`src/rtl/sass_pkg.sv`:
```
// Shared constants and index types for the SaSS key-to-voice datapath.
package sass_pkg;
  localparam int NUM_KEYS   = 15;
  localparam int NUM_VOICES = 4;
  localparam int KEY_W      = $clog2(NUM_KEYS);
  localparam int VOICE_W    = $clog2(NUM_VOICES);
  localparam int AGE_W      = 4;

  typedef logic [KEY_W-1:0]   key_idx_t;
  typedef logic [VOICE_W-1:0] voice_idx_t;
endpackage

```
`src/rtl/voice_select.sv`:
```
// Picks the voice for a new press: lowest free voice, else the oldest
// active voice with ties broken toward the lowest index.
module voice_select
  import sass_pkg::*;
#(
  parameter int NUM_VOICES = sass_pkg::NUM_VOICES,
  parameter int AGE_W      = sass_pkg::AGE_W
) (
  input  logic [NUM_VOICES-1:0]         active,
  input  logic [AGE_W-1:0]              age [NUM_VOICES],
  output logic [$clog2(NUM_VOICES)-1:0] target,
  output logic                          steal
);

  localparam int SEL_W = $clog2(NUM_VOICES);

  logic [AGE_W-1:0] best;

  always_comb begin
    // NOTE: every output and temporary gets a default first, so no path leaves one unassigned and no latch is inferred.
    target = '0;
    best   = '0;
    steal  = &active;
    if (!steal) begin
      // Downward walk so the last hit is the lowest free index.
      for (int i = NUM_VOICES - 1; i >= 0; i--) begin
        if (!active[i]) target = SEL_W'(i);
      end
    end else begin
      best = age[0];
      for (int i = 1; i < NUM_VOICES; i++) begin
        if (age[i] > best) begin
          best   = age[i];
          target = SEL_W'(i);
        end
      end
    end
  end

endmodule

```
`src/rtl/voice_allocator.sv`:
```
// Scans one key per clock, allocates presses to voices (stealing the oldest
// when full), frees voices on release and strobes every assignment.
module voice_allocator
  import sass_pkg::*;
#(
  parameter int NUM_KEYS   = sass_pkg::NUM_KEYS,
  parameter int NUM_VOICES = sass_pkg::NUM_VOICES,
  parameter int KEY_W      = $clog2(NUM_KEYS),
  parameter int AGE_W      = sass_pkg::AGE_W
) (
  input  logic                          hwclk,
  input  logic                          reset,
  input  logic [NUM_KEYS-1:0]           keys,
  input  logic                          scan_en,
  input  logic                          all_off,
  output logic [NUM_VOICES-1:0]         voice_active,
  output logic [NUM_VOICES*KEY_W-1:0]   voice_key,
  output logic                          alloc_strobe,
  output logic [$clog2(NUM_VOICES)-1:0] alloc_voice,
  output logic                          steal
);

  localparam int SEL_W = $clog2(NUM_VOICES);
  localparam logic [AGE_W-1:0] AGE_MAX = '1;
  localparam logic [KEY_W-1:0] PTR_LAST = KEY_W'(NUM_KEYS - 1);

  logic [KEY_W-1:0]    ptr;
  logic [NUM_KEYS-1:0] prev;
  logic [KEY_W-1:0]    key_tab [NUM_VOICES];
  logic [AGE_W-1:0]    age     [NUM_VOICES];

  logic             cur;
  logic             press;
  logic             release_ev;
  logic [SEL_W-1:0] target;
  logic             steal_c;

  assign cur        = keys[ptr];
  assign press      = scan_en &  cur & ~prev[ptr];
  assign release_ev = scan_en & ~cur &  prev[ptr];

  voice_select #(
    .NUM_VOICES (NUM_VOICES),
    .AGE_W      (AGE_W)
  ) u_select (
    .active (voice_active),
    .age    (age),
    .target (target),
    .steal  (steal_c)
  );

  for (genvar v = 0; v < NUM_VOICES; v++) begin : g_key_out
    assign voice_key[v*KEY_W +: KEY_W] = key_tab[v];
  end

  always_ff @(posedge hwclk or posedge reset) begin
    if (reset) begin
      ptr          <= '0;
      prev         <= '0;
      voice_active <= '0;
      alloc_strobe <= 1'b0;
      alloc_voice  <= '0;
      steal        <= 1'b0;
      // NOTE: the voice table is only a few registers and its outputs are visible, so it is reset like any other state.
      for (int v = 0; v < NUM_VOICES; v++) begin
        key_tab[v] <= '0;
        age[v]     <= '0;
      end
    end else begin
      // NOTE: non-blocking assignments throughout, so every voice sees the pre-edge table regardless of statement order.
      alloc_strobe <= 1'b0;
      steal        <= 1'b0;
      if (all_off) begin
        ptr          <= '0;
        prev         <= '0;
        voice_active <= '0;
        for (int v = 0; v < NUM_VOICES; v++) age[v] <= '0;
      end else if (scan_en) begin
        prev[ptr] <= cur;
        ptr       <= (ptr == PTR_LAST) ? '0 : ptr + 1'b1;
        if (press) begin
          for (int v = 0; v < NUM_VOICES; v++) begin
            if (SEL_W'(v) == target) begin
              key_tab[v]      <= ptr;
              voice_active[v] <= 1'b1;
              age[v]          <= '0;
            end else if (voice_active[v] && age[v] != AGE_MAX) begin
              age[v] <= age[v] + 1'b1;
            end
          end
          alloc_strobe <= 1'b1;
          alloc_voice  <= target;
          steal        <= steal_c;
        end else if (release_ev) begin
          for (int v = 0; v < NUM_VOICES; v++) begin
            if (voice_active[v] && key_tab[v] == ptr) voice_active[v] <= 1'b0;
          end
        end
      end
    end
  end

endmodule
```
`config.mk`:
```
export PLATFORM = sky130hd
export DESIGN_NAME = voice_allocator
export DESIGN_NICKNAME = d
export VERILOG_FILES = /design/src/rtl/sass_pkg.sv /design/src/rtl/voice_select.sv /design/src/rtl/voice_allocator.sv
export SDC_FILE = /design/constraint.sdc
export NUM_CORES = 1
export LEC_CHECK = 0
export ABC_AREA = 1
export CAP_MARGIN = 30
export CORE_MARGIN = 5
export CORE_UTILIZATION = 42
export DETAILED_ROUTE_END_ITERATION = 8
export PLACE_DENSITY = 0.73
export SYNTH_ARGS = -nofsm -noshare
export SYNTH_HDL_FRONTEND = slang
export SYNTH_SLANG_ARGS = --single-unit
```
`constraint.sdc`:
```
create_clock -name hwclk -period 4.99 [get_ports hwclk]
set_input_delay 0.7485 -clock hwclk [delete_from_list [all_inputs] [get_ports hwclk]]
set_output_delay 0.7485 -clock hwclk [all_outputs]
set_load 0.005 [all_outputs]
```
==> results of run 1 <==
==> synthesized netlist by cell type (all sizes together) <==
| cell type | number | area share [%] |
|---|---|---|
| nand2 | 203 | 20 |
| dfrtp | 59 | 39 |
| o21ai | 54 | 7.1 |
| nand3 | 47 | 6.9 |
| inv | 45 | 4.6 |
| nor2 | 28 | 3.6 |
| o22ai | 18 | 2.9 |
| ha | 16 | 5.2 |
| buf | 11 | 2.6 |
| a21oi | 10 | 1.3 |
| nand4 | 10 | 2.2 |
| clkbuf | 8 | 0.79 |
| xor2 | 7 | 1.6 |
| xnor2 | 5 | 1.1 |
| a211oi | 2 | 0.39 |
| a22o | 1 | 0.23 |
| nor4 | 1 | 0.16 |
| o211ai | 1 | 0.20 |
| o21bai | 1 | 0.20 |
==> state kept, by name, summed over array words and instances (netlist names) <==
name,flops
alloc_voice,2
ptr,4
age,16
voice_key,16
alloc_strobe,1
steal,1
prev,15
voice_active,4
==> logic make-up after synthesis <==
| group | after synthesis | share of synthesized area [%] |
|---|---|---|
| simple gates | 289 | 33.0 |
| flops | 59 | 38.7 |
| fa+ha+maj | 16 | 5.24 |
| compound gates | 87 | 12.3 |
| xor+xnor | 12 | 2.75 |
| buf+inv | 64 | 7.96 |
==> report_power, final <==
part | total, uW | internal (uW) | switching (uW)
registers | 552 | 509 | 43.7
clock network | 503 | 308 | 195
logic | 484 | 190 | 294
total | 1540 | 1010 | 533
==> stage by stage <==
| stage | hold WS, ps | std cells | utilization, % |
|---|---|---|---|
| after floorplan | 454 | 527 | - |
| after global placement | 492 | 659 | 48.3 |
| after detailed placement | 514 | 659 | 48.3 |
| after CTS | 530 | 675 | 50.9 |
| after global routing | 539 | 675 | 50.9 |
| final | 533 | 675 | 50.9 |
==> layer usage <==
metal | vias to the layer above | wire length (um) | GRT usage (%)
li1 | 1808 | - | -
met1 | 1663 | 4240 | 22.8
met2 | 120 | 4560 | 29.3
met3 | 5 | 632 | 4.16
met4 | 0 | 97 | 6.47
met5 | - | 0 | 0
==> how the worst max path moves through the flow <==
stage,from,endpoint,slack [ps],depth (start not counted)
finish,age[15]$_DFFE_PP0P_,age[4]$_DFFE_PP0P_,580,29
global route,age[15]$_DFFE_PP0P_,age[11]$_DFFE_PP0P_,30,26
CTS,age[15]$_DFFE_PP0P_,age[5]$_DFFE_PP0P_,600,29
detailed placement,age[15]$_DFFE_PP0P_,age[5]$_DFFE_PP0P_,620,29
global placement,age[15]$_DFFE_PP0P_,age[5]$_DFFE_PP0P_,760,29
floorplan,age[15]$_DFFE_PP0P_,age[6]$_DFFE_PP0P_,1310,30
==> cells in the final DEF, fill, tap and decap left out, drive strengths merged, types with 5 or more instances in the layout <==
cell / netlist / layout
clkbuf: 8 / 12
clkdlybuf4s50: 0 / 42
nor2: 28 / 28
ha: 16 / 16
nand4: 10 / 10
o21ai: 54 / 54
nand2: 203 / 203
xor2: 7 / 7
nand3: 47 / 47
dfrtp: 59 / 59
inv: 45 / 45
xnor2: 5 / 5
o22ai: 18 / 18
a21oi: 10 / 10
==> critical path: cells and delay by family, from the launching register on <==
kind            cells  cell delay [ps]
simple gates       18             1830
fa+ha+maj           3              910
compound gates      4              820
flops               1              420
buf+inv             4              300
==> cell type report <==
| class | count | area (um^2) |
|---|---|---|
| fill | 848 | 4330 |
| multi-input combinational | 404 | 2040 |
| sequential | 59 | 1480 |
| timing repair buffer | 43 | 428 |
| inverter | 45 | 174 |
| clock buffer | 12 | 155 |
| tap | 108 | 135 |
| clock inverter | 4 | 72.6 |
==> out/summary.txt, run 1 <==
RSZ-0062 raised after global routing = false
kind of end point of the critical path = flop
Max-Cap Viols = 0
final setup violation count = 0
io pins = 43
largest net degree at the start of global routing = 60
CP max stage delay = 420 ps
nets@finish = 597
Crit path arrival time = 4620 ps
Clock Latency Late Sink = 340 ps
synthesis-stage register bit count = 59
Max-slew headroom = 48.4%
PortBufs = 42
CP Class = flop to flop
CORE AREA = 8810 um^2
clock root buffer = clkbuf_8
WL per Instance = 14.1 um
Design Area, Final = 4480 um^2
flop-to-flop setup slack = 580 ps
clock slew at reported path FFs = 70 ps
Hold Path Depth = 2
Clock Path Buffers = 2
CP required = 5210 ps
die area = 11100 um^2
Hold Fails Final Rpt = 0
Vias/cell = 5.33
global placement routability congestion = 0.859
Die H = 105 um
placed inst area = 4250 um^2
Mapped Avg Cell Area = 7.25 um^2
Tot Pwr = 1540 uW
total grt overflow = 0
Starting Density = 43.4%
CP Max Fanout = 11
n_diodes = 0
Unique masters post-synth = 32
Post-Syn Nets = 562
postcts setup bufs = 0
period utilization = 88.3%
min cycle time layout = 4410 ps
Remaining DRCs = 0
GRT Resource Usage Total = 17.8%
Post-DP HPWL = 6800 um
number of global-route vias before repair = 3521
worst reg2reg endpoint = age[4]$_DFFE_PP0P_
Cells after Synth = 527
initial drt markers = 247
WL final = 9530 um
first-pass GRT wire length = 16300 um
post-synthesis sequential area ratio = 38.7%
clk sinks = 59
Area Overhead vs Synth = 17.3%
Layout Skew = 8.45 ps
Hold-fix buffers, CTS = 0
slowest stage cell on the critical path = dfrtp_1
worst-margin pin slew = 775 ps
row count = 34
die width = 105 um
worst hold start = alloc_voice[1]$_DFFE_PP0P_
Leakage Power = 0.00219 uW
CTS resizes = 0
R2R Path Start = age[15]$_DFFE_PP0P_
DP Worst Slack = 620 ps
status = complete, no violations
synthesis warning total = 0
H-tree lvl count = 3
ANT nets after route = 0
fin. max-slew vios = 0
Crit path top cell by count = nand2_1
Hold WC Path Type = flop to flop
DR vias = 3596
Worst Setup Start Kind = flop
Final WS setup = 584 ps
CTS tree = yes
First-pass DRT Iterations = 5
layout cell share with drive strength beyond 1 = 6.00%
initial antenna violation count = 0
pwr/cell area = 344 nW/um^2
CTS Buf Count = 9
maximum VDD drop = 153 uV
worst hold endpoint = alloc_voice[1]$_DFFE_PP0P_
Register-to-Register Path Depth = 29
Peak Freq = 227 MHz
Netlist Area Pre-Place = 3820 um^2
final setup TNS = 0 ps
Power figures use the tool's default switching activity.
==> run 2: changes to the inputs <==
--- a/config.mk
+++ b/config.mk
@@ -7,6 +7,7 @@
 export LEC_CHECK = 0
 export ABC_AREA = 1
 export CAP_MARGIN = 30
+export CORE_ASPECT_RATIO = 0.8
 export CORE_MARGIN = 5
 export CORE_UTILIZATION = 42
 export DETAILED_ROUTE_END_ITERATION = 8
==> run 2 against run 1 <==
  * Sequential share of layout area down 1.1 points
  * Cell count up 1.0%
  * First-iteration DRC count down 14%
  * Core utilization up 0.79 points
  * Routed wire length up 0.68%
  * Sequential cell count unchanged
  * Critical endpoint is now age[11]$_DFFE_PP0P_
==> out/summary.txt, run 2 (synthesis results as in run 1) <==
Starting Density = 42.6% (was 43.4%)
CP max stage delay = 420 ps (about the same)
clock slew at reported path FFs = 50 ps (was 70 ps)
clock root buffer = clkbuf_16 (was clkbuf_8)
Layout Skew = 4.38 ps (was 8.45 ps)
first-pass GRT wire length = 16200 um (was 16300 um)
met3 Track Usage GR = 5.52% (was 4.16%)
ANT nets after route = 0 (unchanged)
Worst Setup Start Kind = flop (unchanged)
commonest cells after routing, fill and taps aside = nand2_1, dfrtp_1, nand3_1 (unchanged)
global placement routability congestion = 0.847 (was 0.859)
number of global-route vias before repair = 3401 (was 3521)
Final Hold Slack = 530 ps (was 533 ps)
CORE AREA = 8960 um^2 (was 8810 um^2)
CTS Buf Count = 9 (unchanged)
final setup violation count = 0 (unchanged)
slowest stage cell on the critical path = dfrtp_1 (unchanged)
initial antenna violation count = 0 (unchanged)
Leakage Power = 0.00224 uW (was 0.00219 uW)
period utilization = 89.7% (was 88.3%)
kind of end point of the critical path = flop (unchanged)
commonest non-fill, non-tap cell in the layout = nand2_1 (unchanged)
RSZ-0062 raised after global routing = false (unchanged)
row count = 31 (was 34)
met1 Track Usage GR = 26.6% (was 22.8%)
postcts setup bufs = 0 (unchanged)
Crit path arrival time = 4740 ps (was 4620 ps)
layout cell share with drive strength beyond 1 = 6.35% (was 6.00%)
Final WS setup = 512 ps (was 584 ps)
DR vias = 3621 (was 3596)
die width = 117 um (was 105 um)
Die H = 95.3 um (was 105 um)
CP Max Fanout = 11 (unchanged)
CTS tree = yes (unchanged)
Hold WC Path Type = flop to flop (unchanged)
WL final = 9590 um (was 9530 um)
CP Class = flop to flop (unchanged)
pwr/cell area = 390 nW/um^2 (was 344 nW/um^2)
WL per Instance = 14.1 um (about the same)
DP Worst Slack = 619 ps (was 620 ps)
PortBufs = 42 (unchanged)
Hold-fix buffers, CTS = 0 (unchanged)
worst-margin pin slew = 732 ps (was 775 ps)
H-tree lvl count = 3 (unchanged)
status = complete, no violations (unchanged)
final setup TNS = 0 ps (unchanged)
Vias/cell = 5.31 (was 5.33)
Max-slew headroom = 51.2% (was 48.4%)
CP required = 5250 ps (was 5210 ps)
maximum VDD drop = 228 uV (was 153 uV)
met2 Use GR = 26.5% (was 29.3%)
largest net degree at the start of global routing = 37 (was 60)
First-pass DRT Iterations = 4 (was 5)
min cycle time layout = 4480 ps (was 4410 ps)
total grt overflow = 0 (unchanged)
Clock Latency Late Sink = 330 ps (was 340 ps)
die area = 11100 um^2 (about the same)
Remaining DRCs = 0 (unchanged)
clk sinks = 59 (unchanged)
n_diodes = 0 (unchanged)
Clock Path Buffers = 2 (unchanged)
Peak Freq = 223 MHz (was 227 MHz)
initial drt markers = 213 (was 247)
GR peak layer = met1 (was met2)
fin cells = 682 (was 675)
nets@finish = 597 (unchanged)
Hold Fails Final Rpt = 0 (unchanged)
Post-DP HPWL = 6800 um (about the same)
dpl cells = 666 (was 659)
io pins = 43 (unchanged)
Max-Cap Viols = 0 (unchanged)
Crit path top cell by count = nand2_1 (unchanged)
fin. max-slew vios = 0 (unchanged)
Area Overhead vs Synth = 21.2% (was 17.3%)
GRT Resource Usage Total = 18.3% (was 17.8%)
==> run 2: metal layers <==
layer  wire, um  vias to the layer above
li1           -                     1807
met1       4860                     1709
met2       4010                       92
met3        588                       13
met4        135                        0
met5          0                        -
==> run 2: final timing paths <==
check / start / endpoint / slack [ps] / cells past startpoint
max in group asynchronous: reset / age[10]$_DFFE_PP0P_ / 3370 / 3
worst max-delay path: age[14]$_DFFE_PP0P_ / age[11]$_DFFE_PP0P_ / 510 / 28
worst max register to register: age[14]$_DFFE_PP0P_ / age[11]$_DFFE_PP0P_ / 510 / 28
worst min register to register: prev[14]$_DFFE_PP0P_ / prev[14]$_DFFE_PP0P_ / 530 / 2
worst min-delay path: prev[14]$_DFFE_PP0P_ / prev[14]$_DFFE_PP0P_ / 530 / 2
min in group asynchronous: reset / alloc_strobe$_DFF_PP0_ / 770 / 2
==> run 2: repair_timing <==
action | in CTS | in global routing
gates resized for setup | 0 | 2
setup endpoints to repair | 0 | 1
hold endpoints to repair | 0 | 0
==> run 2: final cells by class <==
| cell class | count | area, um^2 |
|---|---|---|
| multi-input combinational | 404 | 2040 |
| tap | 115 | 144 |
| fill | 869 | 4330 |
| clock inverter | 7 | 140 |
| sequential | 59 | 1480 |
| clock buffer | 9 | 225 |
| inverter | 45 | 174 |
| timing repair buffer | 43 | 428 |
==> run 2: where the power goes <==
group | internal (uW) | switching, uW | total [uW]
clock network | 537 | 227 | 764
logic | 190 | 299 | 489
registers | 510 | 44.7 | 554
total | 1240 | 571 | 1810
==> run 2: per-stage QoR <==
stage                     cell area, um^2  total power, uW  utilization, %
after CTS                            4630             1820            51.6
after detailed placement             4260             1050            47.6
final                                4630             1810            51.7
after global routing                 4630             1920            51.7
after global placement               4260             1030            47.6
after floorplan                      3820              920               -
==> run 2: critical path, delay by kind of cell, from the launching register on <==
family                     cells  cell delay (ps)
AOI/OAI and AO/OA              4             1020
adders and majority gates      3              870
buffers and inverters          4              330
DFF                            1              420
and+or+nand+nor               17             1770
==> run 3: changes to the inputs <==
--- a/config.mk
+++ b/config.mk
@@ -11,7 +11,9 @@
 export CORE_MARGIN = 5
 export CORE_UTILIZATION = 42
 export DETAILED_ROUTE_END_ITERATION = 8
-export PLACE_DENSITY = 0.73
+export DONT_BUFFER_PORTS = 1
+export PLACE_DENSITY = 0.66
 export SYNTH_ARGS = -nofsm -noshare
 export SYNTH_HDL_FRONTEND = slang
 export SYNTH_SLANG_ARGS = --single-unit
+export TNS_END_PERCENT = 20
==> run 3 against run 2 <==
  * First-iteration DRC count down 14%
  * Cell count down 6.2%
  * Critical path type unchanged
  * Sequential power up 1%
  * Sequential share of layout area up 3.9 points
  * Largest cell class unchanged
  * Maximum frequency about the same
  * Clock skew up 3.6 ps
  * Critical endpoint is now age[5]$_DFFE_PP0P_
  * Via count down 5.1%
  * Clock power down 22%
  * Register-to-register slack about the same
  * Combinational power down 12%
  * Global-route usage down 0.65 points
  * Highest routed layer unchanged
  * Cell area down 11%
==> out/summary.txt, run 3 (synthesis results as in run 1) <==
period utilization = 89.8% (was 89.7%)
ANT nets after route = 0 (unchanged)
clk sinks = 59 (unchanged)
Final Hold Slack = 517 ps (was 530 ps)
CTS resizes = 0 (unchanged)
Die H = 95.3 um (unchanged)
dpl cells = 624 (was 666)
CP max stage delay = 420 ps (about the same)
CORE AREA = 8960 um^2 (unchanged)
min cycle time layout = 4480 ps (about the same)
row count = 31 (unchanged)
First-pass DRT Iterations = 5 (was 4)
Starting Density = 42.6% (unchanged)
Net Sw Frac = 34.5% (was 31.6%)
global placement routability congestion = 0.854 (was 0.847)
Hold WC Path Type = primary input to asynchronous set/reset pin (was flop to flop)
Max-Cap Viols = 0 (unchanged)
Design Area, Final = 4130 um^2 (was 4630 um^2)
worst setup path startpoint = age[15]$_DFFE_PP0P_ (was age[14]$_DFFE_PP0P_)
worst-margin pin slew = 753 ps (was 732 ps)
WL final = 9440 um (was 9590 um)
Crit path top cell by count = nand2_1 (unchanged)
nets@finish = 555 (was 597)
postcts setup bufs = 0 (unchanged)
Tot Pwr = 1590 uW (was 1810 uW)
Worst Setup Start Kind = flop (unchanged)
first-pass GRT wire length = 15300 um (was 16200 um)
largest net degree at the start of global routing = 60 (was 37)
pwr/cell area = 385 nW/um^2 (was 390 nW/um^2)
initial drt markers = 184 (was 213)
kind of end point of the critical path = flop (unchanged)
Clock Path Buffers = 2 (unchanged)
Remaining DRCs = 0 (unchanged)
Fill cells = 899 (was 869)
net switching power = 548 uW (was 571 uW)
number of global-route vias before repair = 3089 (was 3401)
internal power = 1040 uW (was 1240 uW)
initial antenna violation count = 0 (unchanged)
Peak Freq = 223 MHz (about the same)
clock power share = 37.7% (was 42.3%)
sequential power share = 35.3% (was 30.7%)
Comb power frac = 27.0% (was 27.1%)
Leakage Power = 0.00206 uW (was 0.00224 uW)
total grt overflow = 0 (unchanged)
critical path endpoint = age[5]$_DFFE_PP0P_ (was age[11]$_DFFE_PP0P_)
Hold Fails Final Rpt = 0 (unchanged)
commonest non-fill, non-tap cell in the layout = nand2_1 (unchanged)
die width = 117 um (unchanged)
clock slew at reported path FFs = 50 ps (about the same)
clock root buffer = clkbuf_16 (unchanged)
layout cell share with drive strength beyond 1 = 6.29% (was 6.35%)
CP Max Fanout = 11 (unchanged)
final setup violation count = 0 (unchanged)
H-tree lvl count = 3 (unchanged)
CTS tree = yes (unchanged)
final setup TNS = 0 ps (unchanged)
CTS Buf Count = 9 (unchanged)
CP required = 5200 ps (was 5250 ps)
die area = 11100 um^2 (unchanged)
PortBufs = 0 (was 42)
flop-to-flop setup slack = 510 ps (about the same)
Layout Skew = 7.99 ps (was 4.38 ps)
slowest stage cell on the critical path = dfrtp_1 (unchanged)
fin cells = 640 (was 682)
Max-slew headroom = 49.8% (was 51.2%)
fin. max-slew vios = 0 (unchanged)
R2R Path Start = age[15]$_DFFE_PP0P_ (was age[14]$_DFFE_PP0P_)
commonest cells after routing, fill and taps aside = nand2_1, dfrtp_1, nand3_1 (unchanged)
CP Class = flop to flop (unchanged)
Crit path arrival time = 4680 ps (was 4740 ps)
Area Overhead vs Synth = 8.06% (was 21.2%)
DR vias = 3438 (was 3621)
Register-to-Register Path Depth = 29 (was 28)
WL per Instance = 14.7 um (was 14.1 um)
io pins = 43 (unchanged)
RSZ-0062 raised after global routing = false (unchanged)
worst reg2reg endpoint = age[5]$_DFFE_PP0P_ (was age[11]$_DFFE_PP0P_)
status = complete, no violations (unchanged)
Hold-fix buffers, CTS = 0 (unchanged)
Post-DP HPWL = 6660 um (was 6800 um)
maximum VDD drop = 204 uV (was 228 uV)
Vias/cell = 5.37 (was 5.31)
placed inst area = 3840 um^2 (was 4260 um^2)
Clock Latency Late Sink = 330 ps (about the same)
GRT Resource Usage Total = 17.6% (was 18.3%)
n_diodes = 0 (unchanged)
==> run 3: changes by cell type in the layout (fill, tap and decap cells not counted), sizes merged <==
cell and delta:
clkdlybuf4s50 -42, clkinv +3, clkinvlp -2, bufinv -3, clkbuf +2
==> run 3: cell type report <==
type                    count  area (um^2)  share of cell area, %
multi-input cells         404         2040                   49.4
flip-flops and latches     59         1480                   35.8
clock buffers              11          233                   5.64
inverters                  45          174                   4.21
well taps                 115          144                   3.49
clock inverters             5         53.8                   1.30
repair buffers              1         7.51                  0.182
==> run 3: metal layers <==
layer	up-vias	track usage [%]	share of wire, %	routed length, um
li1	1724	-	-	-
met1	1593	24.9	48	4540
met2	107	25.6	42	3990
met3	14	5.14	8.1	761
met4	0	6.40	1.5	140
met5	-	0	0	0
==> run 3: worst min path at each step <==
stage	startpoint	to	slack, ps
6_report	reset	age[4]$_DFFE_PP0P_	520
5_1_grt	all_off	prev[12]$_DFFE_PP0P_	520
4_1_cts	prev[14]$_DFFE_PP0P_	prev[14]$_DFFE_PP0P_	510
3_5_place_dp	prev[14]$_DFFE_PP0P_	prev[14]$_DFFE_PP0P_	500
3_3_place_gp	prev[14]$_DFFE_PP0P_	prev[14]$_DFFE_PP0P_	500
2_1_floorplan	prev[14]$_DFFE_PP0P_	prev[14]$_DFFE_PP0P_	450
==> run 3: power groups by stage <==
stage | Sequential [uW] | Combinational (uW) | Clock (uW)
2_1_floorplan | 547 | 373 | 0
3_3_place_gp | 567 | 414 | 0
3_5_place_dp | 568 | 427 | 0
4_1_cts | 560 | 429 | 611
5_1_grt | 565 | 498 | 632
6_report | 560 | 429 | 599
==> run 3: critical path: cells and delay by family (launching register included) <==
family                   cells  cell delay, ps
AND/OR/NAND/NOR             18            1810
adder cells (fa/ha/maj)      3             920
AO/OA/AOI/OAI                4             850
flip-flops                   1             420
buffers and inverters        4             310
==> run 3: per-stage QoR <==
| step | util, % | setup WS [ps] |
|---|---|---|
| after floorplan | - | 1310 |
| after global placement | 42.9 | 653 |
| after detailed placement | 42.9 | 556 |
| after CTS | 46.1 | 532 |
| after global routing | 46.1 | 87.6 |
| final | 46.1 | 511 |
